**config.mk**
```make
export PLATFORM = sky130hd
export DESIGN_NAME = fifo_flagged
export DESIGN_NICKNAME = d
export VERILOG_FILES = /design/src/rtl/fifo_flagged.sv
export SDC_FILE = /design/constraint.sdc
export NUM_CORES = 1
export LEC_CHECK = 0
export CAP_MARGIN = 0
export CORE_MARGIN = 4
export CORE_UTILIZATION = 60
export DETAILED_ROUTE_END_ITERATION = 6
export PLACE_DENSITY_LB_ADDON = 0.25
export RECOVER_POWER = 100
export SLEW_MARGIN = 10
export SYNTH_ARGS = -nofsm -noshare
export SYNTH_HDL_FRONTEND = slang
export SYNTH_SLANG_ARGS = --single-unit
```
**constraint.sdc**
```tcl
create_clock -name clk -period 7.2 [get_ports clk]
set_input_delay 1.08 -clock clk [delete_from_list [all_inputs] [get_ports clk]]
set_output_delay 1.08 -clock clk [all_outputs]
set_load 0.01 [all_outputs]
```
**src/rtl/fifo_flagged.sv**
```systemverilog
// fifo_flagged: single-clock FIFO with arbitrary depth, occupancy count,
// programmable almost-full/almost-empty flags, sticky overflow/underflow
// error flags and a choice of first-word-fall-through or registered read.
module fifo_flagged #(
  parameter int WIDTH    = 8,
  parameter int DEPTH    = 8,
  parameter int AF_LEVEL = 6,
  parameter int AE_LEVEL = 2,
  parameter int FWFT     = 1
) (
  input  logic                       clk,
  input  logic                       rst,
  input  logic                       wen,
  input  logic [WIDTH-1:0]           data_in,
  input  logic                       ren,
  output logic [WIDTH-1:0]           data_out,
  output logic                       data_valid,
  output logic                       full,
  output logic                       empty,
  output logic                       almost_full,
  output logic                       almost_empty,
  output logic [$clog2(DEPTH+1)-1:0] count,
  output logic                       overflow,
  output logic                       underflow,
  input  logic                       clr_err
);

  localparam int CW = $clog2(DEPTH + 1);
  localparam int PW = (DEPTH > 1) ? $clog2(DEPTH) : 1;

  localparam logic [CW-1:0] COUNT_FULL = CW'(DEPTH);
  localparam logic [CW-1:0] COUNT_AF   = CW'(AF_LEVEL);
  localparam logic [CW-1:0] COUNT_AE   = CW'(AE_LEVEL);
  localparam logic [PW-1:0] PTR_LAST   = PW'(DEPTH - 1);

  // Elaboration-time guard against parameter combinations the logic cannot honour
  if (DEPTH < 2) begin : g_chk_depth
    $error("fifo_flagged: DEPTH must be at least 2");
  end
  if ((AF_LEVEL < 1) || (AF_LEVEL > DEPTH)) begin : g_chk_af
    $error("fifo_flagged: AF_LEVEL must lie in 1..DEPTH");
  end
  if ((AE_LEVEL < 0) || (AE_LEVEL > DEPTH - 1)) begin : g_chk_ae
    $error("fifo_flagged: AE_LEVEL must lie in 0..DEPTH-1");
  end

  logic [WIDTH-1:0] mem [DEPTH];
  logic [PW-1:0]    wptr;
  logic [PW-1:0]    rptr;
  logic             wr_acc;
  logic             rd_acc;
  logic [PW-1:0]    wptr_next;
  logic [PW-1:0]    rptr_next;

  // Status flags are pure decodes of the occupancy so none of them lags count
  assign full         = (count == COUNT_FULL);
  assign empty        = (count == '0);
  assign almost_full  = (count >= COUNT_AF);
  assign almost_empty = (count <= COUNT_AE);

  // A full FIFO refuses writes even if a read frees a slot this cycle, and an
  // empty FIFO refuses reads even if a write lands this cycle
  assign wr_acc = wen & ~full;
  assign rd_acc = ren & ~empty;

  // Pointers wrap by explicit compare because DEPTH need not be a power of two
  assign wptr_next = (wptr == PTR_LAST) ? '0 : wptr + PW'(1);
  assign rptr_next = (rptr == PTR_LAST) ? '0 : rptr + PW'(1);

  // Storage array; deliberately not reset, contents are qualified by count
  always_ff @(posedge clk) begin
    if (wr_acc) begin
      mem[wptr] <= data_in;
    end
  end

  // Pointer and occupancy bookkeeping; reset throws away everything at once
  always_ff @(posedge clk) begin
    if (rst) begin
      wptr  <= '0;
      rptr  <= '0;
      count <= '0;
    end else begin
      if (wr_acc) begin
        wptr <= wptr_next;
      end
      if (rd_acc) begin
        rptr <= rptr_next;
      end
      case ({wr_acc, rd_acc})
        2'b10:   count <= count + CW'(1);
        2'b01:   count <= count - CW'(1);
        default: count <= count;
      endcase
    end
  end

  // Sticky error flags; a new rejection in the same cycle wins over clr_err
  always_ff @(posedge clk) begin
    if (rst) begin
      overflow  <= 1'b0;
      underflow <= 1'b0;
    end else begin
      if (wen & ~wr_acc) begin
        overflow <= 1'b1;
      end else if (clr_err) begin
        overflow <= 1'b0;
      end
      if (ren & ~rd_acc) begin
        underflow <= 1'b1;
      end else if (clr_err) begin
        underflow <= 1'b0;
      end
    end
  end

  if (FWFT != 0) begin : g_fwft
    // Head of queue is presented directly; forced to zero while empty so
    // stale or uninitialised storage never shows on the output
    always_comb begin
      data_out   = empty ? '0 : mem[rptr];
      data_valid = ~empty;
    end
  end else begin : g_registered
    // Registered read: popped word appears for exactly one cycle after the
    // accepted read, and data_out keeps the last word in between
    always_ff @(posedge clk) begin
      if (rst) begin
        data_out   <= '0;
        data_valid <= 1'b0;
      end else if (rd_acc) begin
        data_out   <= mem[rptr];
        data_valid <= 1'b1;
      end else begin
        data_valid <= 1'b0;
      end
    end
  end

endmodule

```
* Word-level counts from Yosys, hierarchy flattened
Memory sizes are Yosys's and may differ from the RTL's. A register that Yosys moved wholly into a read port is not among the register bits. Index checks and enable logic that the tools add are counted.
Cells by class: magnitude comparators 2, bitwise logic cells 8, equal/unequal tests 5, $add $sub $neg 4, reductions and logical operators 4, multiplexer cells 11
Operators by type and width (count):
- 3-bit 2-to-1 mux | 4
- 8-bit 2-to-1 mux | 1
- 4-bit case mux with 2 select lines | 1
- 3-bit by 1-bit adder with 3-bit output, second input constant | 2
- 3-bit equality test, second input constant | 2
- 2-bit nonzero test | 3
- 1-bit 2-to-1 mux | 5
- 4-bit by 1-bit adder with 4-bit output, second input constant | 1
- 1-bit bitwise AND | 4
- 4-bit equality test, second input constant | 1
- 4-bit by 3-bit greater-or-equal comparator with 1-bit output, second input constant | 1
- 4-bit by 2-bit less-or-equal comparator with 1-bit output, second input constant | 1
- 4-bit logical NOT | 1
- 1-bit inverter | 4
- 4-bit by 1-bit subtractor with 4-bit output, second input constant | 1
- 2-bit by 1-bit equality test with 1-bit output, second input constant | 1
- 2-bit equality test, second input constant | 1
Word-level totals: word-level logic and storage cells 40, bits in writable memories 64, memories kept 1, output and inout port bits 19, register bits after elaboration 12
Memories:
- mem | depth 8, width 8, read ports 1, clocked after memory_dff 1, wr ports 1, line 47 | logic [WIDTH-1:0] mem [DEPTH];

* Logic depth before layout (Yosys ltp)
Gate-level depths: netlist (run 1).
word-level depth 6, gate-level depth with buffers 12, depth with buffers taken out 10

* Least setup slack after synthesis (run 1)
No wires, ideal clock.
path type input -> register, start point input port wen, end point register count[2], setup slack 4.621 ns, path buffers 1, data arrival time 2.509 ns, data required time 7.130 ns, cell stages on the path 9, cells stage by stage nand2b_1 buf_4 ha_1 xor2_1 ha_1 a21oi_1 xor2_1 or3_1 a21oi_1
On the way: word-level cells in the longest chain between the ends 3, elaborated cells on any way between the ends 5
RTL lines:
- start: declaration | line 13 | input logic wen,
- 1-bit bitwise AND * | line 63 | assign wr_acc = wen & ~full;
- 2-bit by 1-bit equality test with 1-bit output / 2-bit equality test (equally long branches) | line 90 | case ({wr_acc, rd_acc})
- 4-bit case mux with 2 select lines / 2-bit nonzero test (equally long branches)
- end signal: assignment | line 91 | 2'b10: count <= count + CW'(1);
- end signal: assignment | line 92 | 2'b01: count <= count - CW'(1);
- end signal: assignment | line 93 | default: count <= count;
- end: declaration | line 22 | output logic [$clog2(DEPTH+1)-1:0] count,
Mark *: on every way between the ends. The rest lies on a longest branch, timed or not. A chain may end at the register's enable or synchronous reset.

==> flow_summary_export.csv, run 1 <==
group,metric,value,unit
yosys,synthArstFlopShare,0,%
sta,clock.fmax,0.259,GHz
critical_path,required,6.12,ns
sta,finalHoldViolCount,0,
final_layout,num-fill-cells,340,
final_layout,n_antenna_cell,0,
yosys,yosysSeqAreaShare,68.9,%
critical_path,crit_fanout,16,
clock_tree,cts_setup_buffers,0,
clock_tree,h-tree-depth,3,
sta,fin_tns_setup,0,ns
placed_design,hpwl,3630,um
sta,max_slew.worst_pin.slew,1.05,ns
floorplan,die_x,81.3,um
routing,drc,0,
sta,setup_ws,3.34,ns
yosys,synth_edf_count,64,
clock_tree,root_buffer,"clkbuf_8",
floorplan,io_pins,32,
final_layout,area_growth,16.2,%
yosys,ys_types,33,
clock_tree,cts_buffers,9,
final_layout,finish.net_count,246,
placed_design,numPortBuffers,31,
placed_design,dp_slack,3.75,ns
clock_tree,clockBufferDepth,2,
routing,ant_nets,0,
routing,firstDrtPassIters,4,
clock_tree,clock_sinks,79,
sta,period_minus_slack,3.86,ns
clock_tree,cts_resized,0,
global_routing,overflow,0,
hold_path,hold_class,"reg2reg",
final_layout,post-route-util,72.5,%
floorplan,core,5170,um^2
placed_design,dpl-instance-area,3600,um^2
critical_path,startpoint_type,"flip-flop",
yosys,yosys_register_bits,79,
sta,maxSlewViolCount,0,
final_layout,final_cell_area,3750,um^2
sta,timing.hold.ws,0.488,ns
clock_tree,cts_tree,"done",
sta,setup_viol,0,
final_layout,drive_above_1_share,14.7,%
placed_design,gp_congestion,0.725,
yosys,syn_area_per_cell,17.1,um^2
pwr,power_leakage,1.28,nW
routing,drt_iter0_drc,94,
pwr,powerDensity,342,nW/um^2
yosys,ys.flop_type,"edfxtp_1",
pwr,peakVddDrop,0.000229,V
job,cap_violations,0,
global_routing,grt_pass1_vias,1738,
status,outcome,"finished clean",
critical_path,worstSetupPathType,"reg2out",
sta,max_slew_margin,29.9,%
yosys,syn_area,3230,um^2
critical_path,cp.arrival,2.78,ns
critical_path,critical_path.endpoint_type,"output pin",
yosys,synthCells,189,
routing,via_count,1718,
sta,fin_crit_sh,53.6,%
sta,rsz0062_at_grt,"false",
clock_tree,cts-hold-fix-buffers,0,
routing,routed_wl,5480,um
global_routing,grt_pass1_wl,9020,um
global_routing,antenna_found_initial,0,
floorplan,die-area,6620,um^2
floorplan,die_height,81.3,um
global_routing,grt_usage,19.2,%
routing,drt-vias-per-instance,5.71,
yosys,yosysWarnings,0,
global_routing,grt_max_degree,17,
floorplan,fp-row-count,26,
routing,routedWlPerCell,18.2,um
sta,clock_skew,0.00801,ns
yosys,synth_nets,209,
floorplan,initial_core_util,62.4,%
clock_tree,clkLatencyLatePin,0.34,ns
clock_tree,cts.reportedPaths.clkPinSlew,0.08,ns
==> kinds of logic after synthesis <==
logic type,synth area share (%)
DFF,68.9
buffers and inverters,2.25
AOI/OAI and AO/OA,2.33
muxes,15.2
and+or+nand+nor,7.79
xor gates and xnor gates,0.814
adders and majority gates,2.71
==> sequential cells by signal, summed over array words and instances, names as in the netlist, named ones only <==
| register | cells |
|---|---|
| rptr | 3 |
| overflow | 1 |
| wptr | 3 |
| count | 4 |
| mem | 64 |
| underflow | 1 |
==> layout by cell type (no fill, tap or decap), types with 5 or more instances in the layout <==
master / synthesis / layout
edfxtp_1: 64 / 64
clkbuf_1: 1 / 5
dlygate4sd3_1: 0 / 28
ha_1: 7 / 7
mux2i_1: 12 / 12
nand2_1: 4 / 5
mux4_2: 16 / 16
a21oi_1: 8 / 8
nor2_1: 19 / 19
clkbuf_8: 0 / 11
dfxtp_1: 15 / 15
==> report_power, final <==
group          internal, W  switching [W]
registers         0.000534      0.0000575
clock network     0.000143       0.000152
logic             0.000220       0.000177
==> area by class of cell <==
cell class                 count  area [um^2]  share of cell area (%)
sequential                    79         2220                    59.3
inverter                       2         8.76                   0.234
clock inverter                 5         32.5                   0.868
clock buffer                  11          151                    4.04
multi-input combinational     98          918                    24.5
tap                           70         87.6                    2.34
timing repair buffer          36          329                    8.78
==> synth_stat cells, types with 3 or more instances <==
library cell,number,area [um^2]
nor2b_1,3,18.8
nand2_1,4,15.0
nor3_1,4,20.0
edfxtp_1,64,1920
xor2_1,3,26.3
a21oi_1,8,40.0
ha_1,7,87.6
buf_2,3,15.0
or3_1,3,18.8
nand2b_1,4,25.0
mux2i_1,12,120
mux4_2,16,360
dfxtp_1,15,300
nor2_1,19,71.3
==> layer usage <==
layer	GRT usage (%)	wire, um	vias to the layer above
li1	-	-	812
met1	24.6	2210	865
met2	31.0	2960	36
met3	5.10	247	5
met4	8.28	57	0
met5	0	0	-
==> per-stage QoR <==
step / power, W / instances
after floorplan: 0.000869 / 189
after global placement: 0.00103 / 285
after detailed placement: 0.00104 / 285
after CTS: 0.00133 / 301
after global routing: 0.00136 / 301
final: 0.00128 / 301
==> critical path, stage by stage, from the launching register on <==
cell and delay, ns:
dfxtp_1 1.02, mux4_2 0.61, mux2i_1 0.14, nor2_1 0.05, dlygate4sd3_1 0.62
==> final timing paths <==
check / from / end / slack, ns / depth (start not counted)
setup / recovery: flip-flop / data_out[1] / 3.34 / 4
hold / removal: rptr[1]$_SDFFE_PP0N_ / rptr[1]$_SDFFE_PP0N_ / 0.49 / 2
setup reg to reg: count[2]$_SDFFE_PP0P_ / count[2]$_SDFFE_PP0P_ / 4.38 / 9
hold reg to reg: rptr[1]$_SDFFE_PP0N_ / rptr[1]$_SDFFE_PP0N_ / 0.49 / 2
No activity file was read; power rests on OpenSTA's default activity.
==> run 2, diff against run 1 <==
- CORE_UTILIZATION: 60 -> 51
- clock period: 7.2 -> 3.3 ns (I/O delays scaled with it)
==> flow_summary_export.csv, run 2 (same netlist as run 1, synthesis figures left out) <==
group,metric,value,unit
sta,finalHoldViolCount,0,
sta,clock_skew,0.00580,ns
sta,clock.fmax,0.355,GHz
floorplan,die_height,87.5,um
global_routing,grt_pass1_vias,1870,
hold_path,hold_end,"rptr[1]$_SDFFE_PP0N_",
final_layout,drive_above_1_share,15.3,%
critical_path,r2r-start,"count[2]$_SDFFE_PP0P_",
critical_path,crit_fanout,16,
hold_path,hold_class,"reg2reg",
sta,fin_tns_setup,0,ns
floorplan,die-area,7660,um^2
routing,drt-vias-per-instance,5.68,
final_layout,layout_common_cells,"edfxtp_1 (64), dlygate4sd3_1 (27), nor2_1 (19)",
clock_tree,cts_tree,"done",
clock_tree,h-tree-depth,3,
clock_tree,cts_buffers,9,
pwr,peakVddDrop,0.000470,V
final_layout,num-fill-cells,467,
floorplan,core,6030,um^2
final_layout,top_regs,"mem (64), count (4)",
sta,max_slew_margin,58.6,%
routing,routed_wl,5640,um
final_layout,multi_input_area,915,um^2
clock_tree,cts.reportedPaths.clkPinSlew,0.08,ns
global_routing,grt_pass1_wl,9250,um
job,cap_violations,0,
final_layout,largest_register,"mem",
placed_design,dp_slack,0.502,ns
critical_path,ff2ff_path_depth,10,
placed_design,numPortBuffers,31,
routing,drc,0,
clock_tree,cts_resized,0,
global_routing,gr-usage-met2,27.3,%
global_routing,use_met3,3.20,%
routing,via_count,1765,
hold_path,min_from,"rptr[1]$_SDFFE_PP0N_",
sta,rsz0062_at_grt,"false",
global_routing,grt.busiest_layer,"met2",
final_layout,layout_commonest_cell,"edfxtp_1",
final_layout,finish.net_count,251,
final_layout,n_antenna_cell,0,
final_layout,area_growth,17.8,%
sta,fin_crit_sh,85.4,%
sta,setup_viol,0,
floorplan,fp-row-count,28,
critical_path,startpoint_type,"flip-flop",
global_routing,overflow,0,
routing,routedWlPerCell,18.1,um
global_routing,grt_usage,16.6,%
routing,drt_iter0_drc,135,
hold_path,min_delay_path_depth,2,
placed_design,hpwl,3770,um
critical_path,required,2.80,ns
critical_path,worstSetupPathType,"reg2out",
sta,max_slew.worst_pin.slew,0.620,ns
global_routing,grt_use_met1,20.6,%
status,outcome,"finished clean",
clock_tree,clkLatencyLatePin,0.33,ns
critical_path,r2r_slack,0.53,ns
final_layout,largest_reg_flops,64,
pwr,power_leakage,1.31,nW
clock_tree,root_buffer,"clkbuf_8",
sta,period_minus_slack,2.82,ns
pwr,powerDensity,760,nW/um^2
routing,ant_nets,0,
critical_path,r2r-end,"count[2]$_SDFFE_PP0P_",
floorplan,initial_core_util,53.6,%
sta,setup_ws,0.481,ns
clock_tree,clockBufferDepth,2,
critical_path,critical_path.endpoint_type,"output pin",
global_routing,antenna_found_initial,0,
clock_tree,clock_sinks,79,
clock_tree,cts_setup_buffers,0,
floorplan,die_x,87.5,um
final_layout,regArea,2220,um^2
critical_path,cp.arrival,2.32,ns
routing,firstDrtPassIters,4,
global_routing,grt_max_degree,17,
floorplan,io_pins,32,
clock_tree,cts-hold-fix-buffers,0,
placed_design,gp_congestion,0.773,
sta,maxSlewViolCount,0,
## run 2: cell types whose count changed in the layout (fill, tap and decap cells not counted), sizes merged
cell,change
clkbuf,+3
buf,+2
clkinvlp,-2
bufinv,+1
clkinv,+1
dlygate4sd3,-1
clkdlybuf4s50,+1
## run 2: worst max path at each step
stage,from,to,depth (start not counted)
after floorplan,count[2]$_SDFFE_PP0P_,count[2]$_SDFFE_PP0P_,12
after CTS,flip-flop,data_out[0],5
after global placement,wen,count[2]$_SDFFE_PP0P_,9
after global routing,flip-flop,data_out[0],5
after detailed placement,wen,count[2]$_SDFFE_PP0P_,9
final,flip-flop,data_out[0],5
## run 2: area by class of cell
class | instances | share of cell area [%]
inverters | 2 | 0.230
clock buffers | 11 | 3.98
flip-flops and latches | 79 | 58.4
repair buffers | 41 | 9.35
clock inverters | 5 | 1.48
multi-input cells | 98 | 24.1
well taps | 75 | 2.47
## run 2: report_power, final
group | internal [W] | switching (W) | total, W
clock | 0.000389 | 0.000327 | 0.000717
combinational | 0.000477 | 0.000461 | 0.000938
sequential | 0.00117 | 0.0000689 | 0.00123
## run 2: metrics by stage
step	hold slack [ns]	cell area (um^2)	utilization, %	cells	total power, W
finish	0.534	3800	63.1	311	0.00289
global route	0.544	3800	63.1	311	0.00307
CTS	0.519	3850	63.9	311	0.00302
detailed placement	0.506	3640	60.4	295	0.00230
global placement	0.469	3640	60.4	295	0.00226
floorplan	0.450	3230	-	189	0.00190
## run 2: metal layers
layer  vias to the layer above  share of wire [%]
met1                       892                 43
met5                         -                  0
li1                        815                  -
met4                         0                2.9
met3                        15                3.5
met2                        43                 51
## run 2: worst max-delay path, stage by stage (launching register included)
cell and delay, ns:
dfxtp_1 0.32, buf_4 0.30, mux4_2 0.54, mux2i_1 0.15, nor2_1 0.07, dlygate4sd3_1 0.60
==> run 3, diff against run 2 <==
- MAX_ROUTING_LAYER: default -> met4
==> flow_summary_export.csv, run 3 (same netlist as run 1, synthesis figures left out) <==
group,metric,value,unit
status,outcome,"finished clean",
sta,rsz0062_at_grt,"false",
global_routing,grt_usage,17.1,%
routing,drc,0,
critical_path,crit_path_cell_trace,"buf_4 -> mux4_2 -> mux2i_1 -> nor2_1 -> dlygate4sd3_1",
final_layout,largest_reg_flops,64,
placed_design,dp_slack,0.502,ns
sta,finalHoldViolCount,0,
routing,firstDrtPassIters,4,
sta,setup_viol,0,
floorplan,core,6030,um^2
floorplan,die_x,87.5,um
final_layout,layout_common_cells,"edfxtp_1 (64), dlygate4sd3_1 (27), nor2_1 (19)",
routing,drt-vias-per-instance,5.71,
floorplan,initial_core_util,53.6,%
clock_tree,root_buffer,"clkbuf_8",
sta,maxSlewViolCount,0,
critical_path,cp.arrival,2.33,ns
critical_path,cpPeakStageDelay,0.60,ns
pwr,power.net_switching,0.000859,W
sta,timing.hold.ws,0.524,ns
pwr,peakVddDrop,0.000470,V
critical_path,crit_family,"buffers and inverters",
final_layout,area_growth,17.8,%
pwr,power_leakage,1.31,nW
final_layout,post-route-util,63.1,%
placed_design,numPortBuffers,31,
hold_path,hold_class,"reg2reg",
critical_path,worstSetupPathType,"reg2out",
placed_design,dp.cells,295,
clock_tree,cts_buffers,9,
final_layout,num-fill-cells,467,
critical_path,crit_slowest_cell,"dlygate4sd3_1",
routing,routedWlPerCell,18.2,um
critical_path,startpoint_type,"flip-flop",
final_layout,finish.net_count,251,
clock_tree,cts_resized,0,
sta,max_slew.worst_pin.slew,0.613,ns
routing,routed_wl,5660,um
global_routing,grt_pass1_wl,9260,um
final_layout,largest_register,"mem",
final_layout,drive_above_1_share,15.3,%
pwr,power_frac_clock,24.8,%
sta,fin_tns_setup,0,ns
final_layout,instances_no_fill,311,
pwr,pwr-share-comb,32.5,%
placed_design,gp_congestion,0.784,
global_routing,antenna_found_initial,0,
sta,clock_skew,0.00582,ns
sta,max_slew_margin,59.1,%
clock_tree,clockBufferDepth,2,
sta,setup_ws,0.478,ns
routing,via_count,1776,
pwr,swShare,29.7,%
clock_tree,cts.reportedPaths.clkPinSlew,0.08,ns
sta,clock.fmax,0.354,GHz
sta,period_minus_slack,2.82,ns
clock_tree,clkLatencyLatePin,0.33,ns
global_routing,grt_pass1_vias,1867,
job,cap_violations,0,
sta,fin_crit_sh,85.5,%
clock_tree,clock_sinks,79,
placed_design,hpwl,3770,um
floorplan,die_height,87.5,um
clock_tree,cts_setup_buffers,0,
pwr,p_seq_share,42.7,%
final_layout,n_antenna_cell,0,
floorplan,io_pins,32,
routing,ant_nets,0,
final_layout,layout_commonest_cell,"edfxtp_1",
critical_path,crit_fanout,16,
critical_path,cp.buffers_inverters,2,
floorplan,die-area,7660,um^2
critical_path,required,2.80,ns
pwr,intPower,0.00203,W
global_routing,grt_max_degree,17,
critical_path,critical_path.endpoint_type,"output pin",
floorplan,fp-row-count,28,
clock_tree,cts_tree,"done",
pwr,powerDensity,760,nW/um^2
global_routing,overflow,0,
final_layout,top_regs,"mem (64), count (4)",
clock_tree,cts-hold-fix-buffers,0,
routing,drt_iter0_drc,133,
clock_tree,h-tree-depth,3,
run 3: path summary, 6_finish.rpt:
kind / startpoint / end / slack (ns) / cells after the start
worst min-delay path: rptr[1]$_SDFFE_PP0N_ / rptr[1]$_SDFFE_PP0N_ / 0.52 / 2
worst max-delay path: flip-flop / data_out[0] / 0.48 / 5
worst max register to register: count[2]$_SDFFE_PP0P_ / count[2]$_SDFFE_PP0P_ / 0.52 / 10
worst min register to register: rptr[1]$_SDFFE_PP0N_ / rptr[1]$_SDFFE_PP0N_ / 0.52 / 2
run 3: through the flow:
step / cell area (um^2) / power (W)
6_report: 3800 / 0.00289
5_1_grt: 3800 / 0.00307
4_1_cts: 3850 / 0.00302
3_5_place_dp: 3640 / 0.00230
3_3_place_gp: 3640 / 0.00226
2_1_floorplan: 3230 / 0.00190
run 3: worst min-delay path, cell delays in order, from the launching register on:
cell and delay [ns]:
dfxtp_1 0.33, nand2_1 0.06, a21oi_1 0.08
run 3: power by group through the flow:
| stage | Sequential (W) | Clock (W) | Combinational [W] |
|---|---|---|---|
| 5_1_grt | 0.00125 | 0.000784 | 0.00104 |
| 3_3_place_gp | 0.00125 | 0 | 0.00101 |
| 3_5_place_dp | 0.00126 | 0 | 0.00104 |
| 6_report | 0.00123 | 0.000716 | 0.000940 |
| 2_1_floorplan | 0.00124 | 0 | 0.000655 |
| 4_1_cts | 0.00124 | 0.000734 | 0.00105 |
run 3: cell type report:
type | instances | area, um^2 | area share (%)
sequential | 79 | 2220 | 58.4
clock buffer | 11 | 151 | 3.98
tap | 75 | 93.8 | 2.47
multi-input combinational | 98 | 915 | 24.1
timing repair buffer | 41 | 355 | 9.35
clock inverter | 5 | 56.3 | 1.48
inverter | 2 | 8.76 | 0.230
run 3: per-layer routing:
layer / routed length, um / vias to the layer above / track usage (%)
met1: 2390 / 891 / 20.8
met3: 244 / 15 / 3.01
met5: 0 / - / -
li1: - / 814 / -
met4: 163 / 0 / 9.48
met2: 2870 / 56 / 27.3
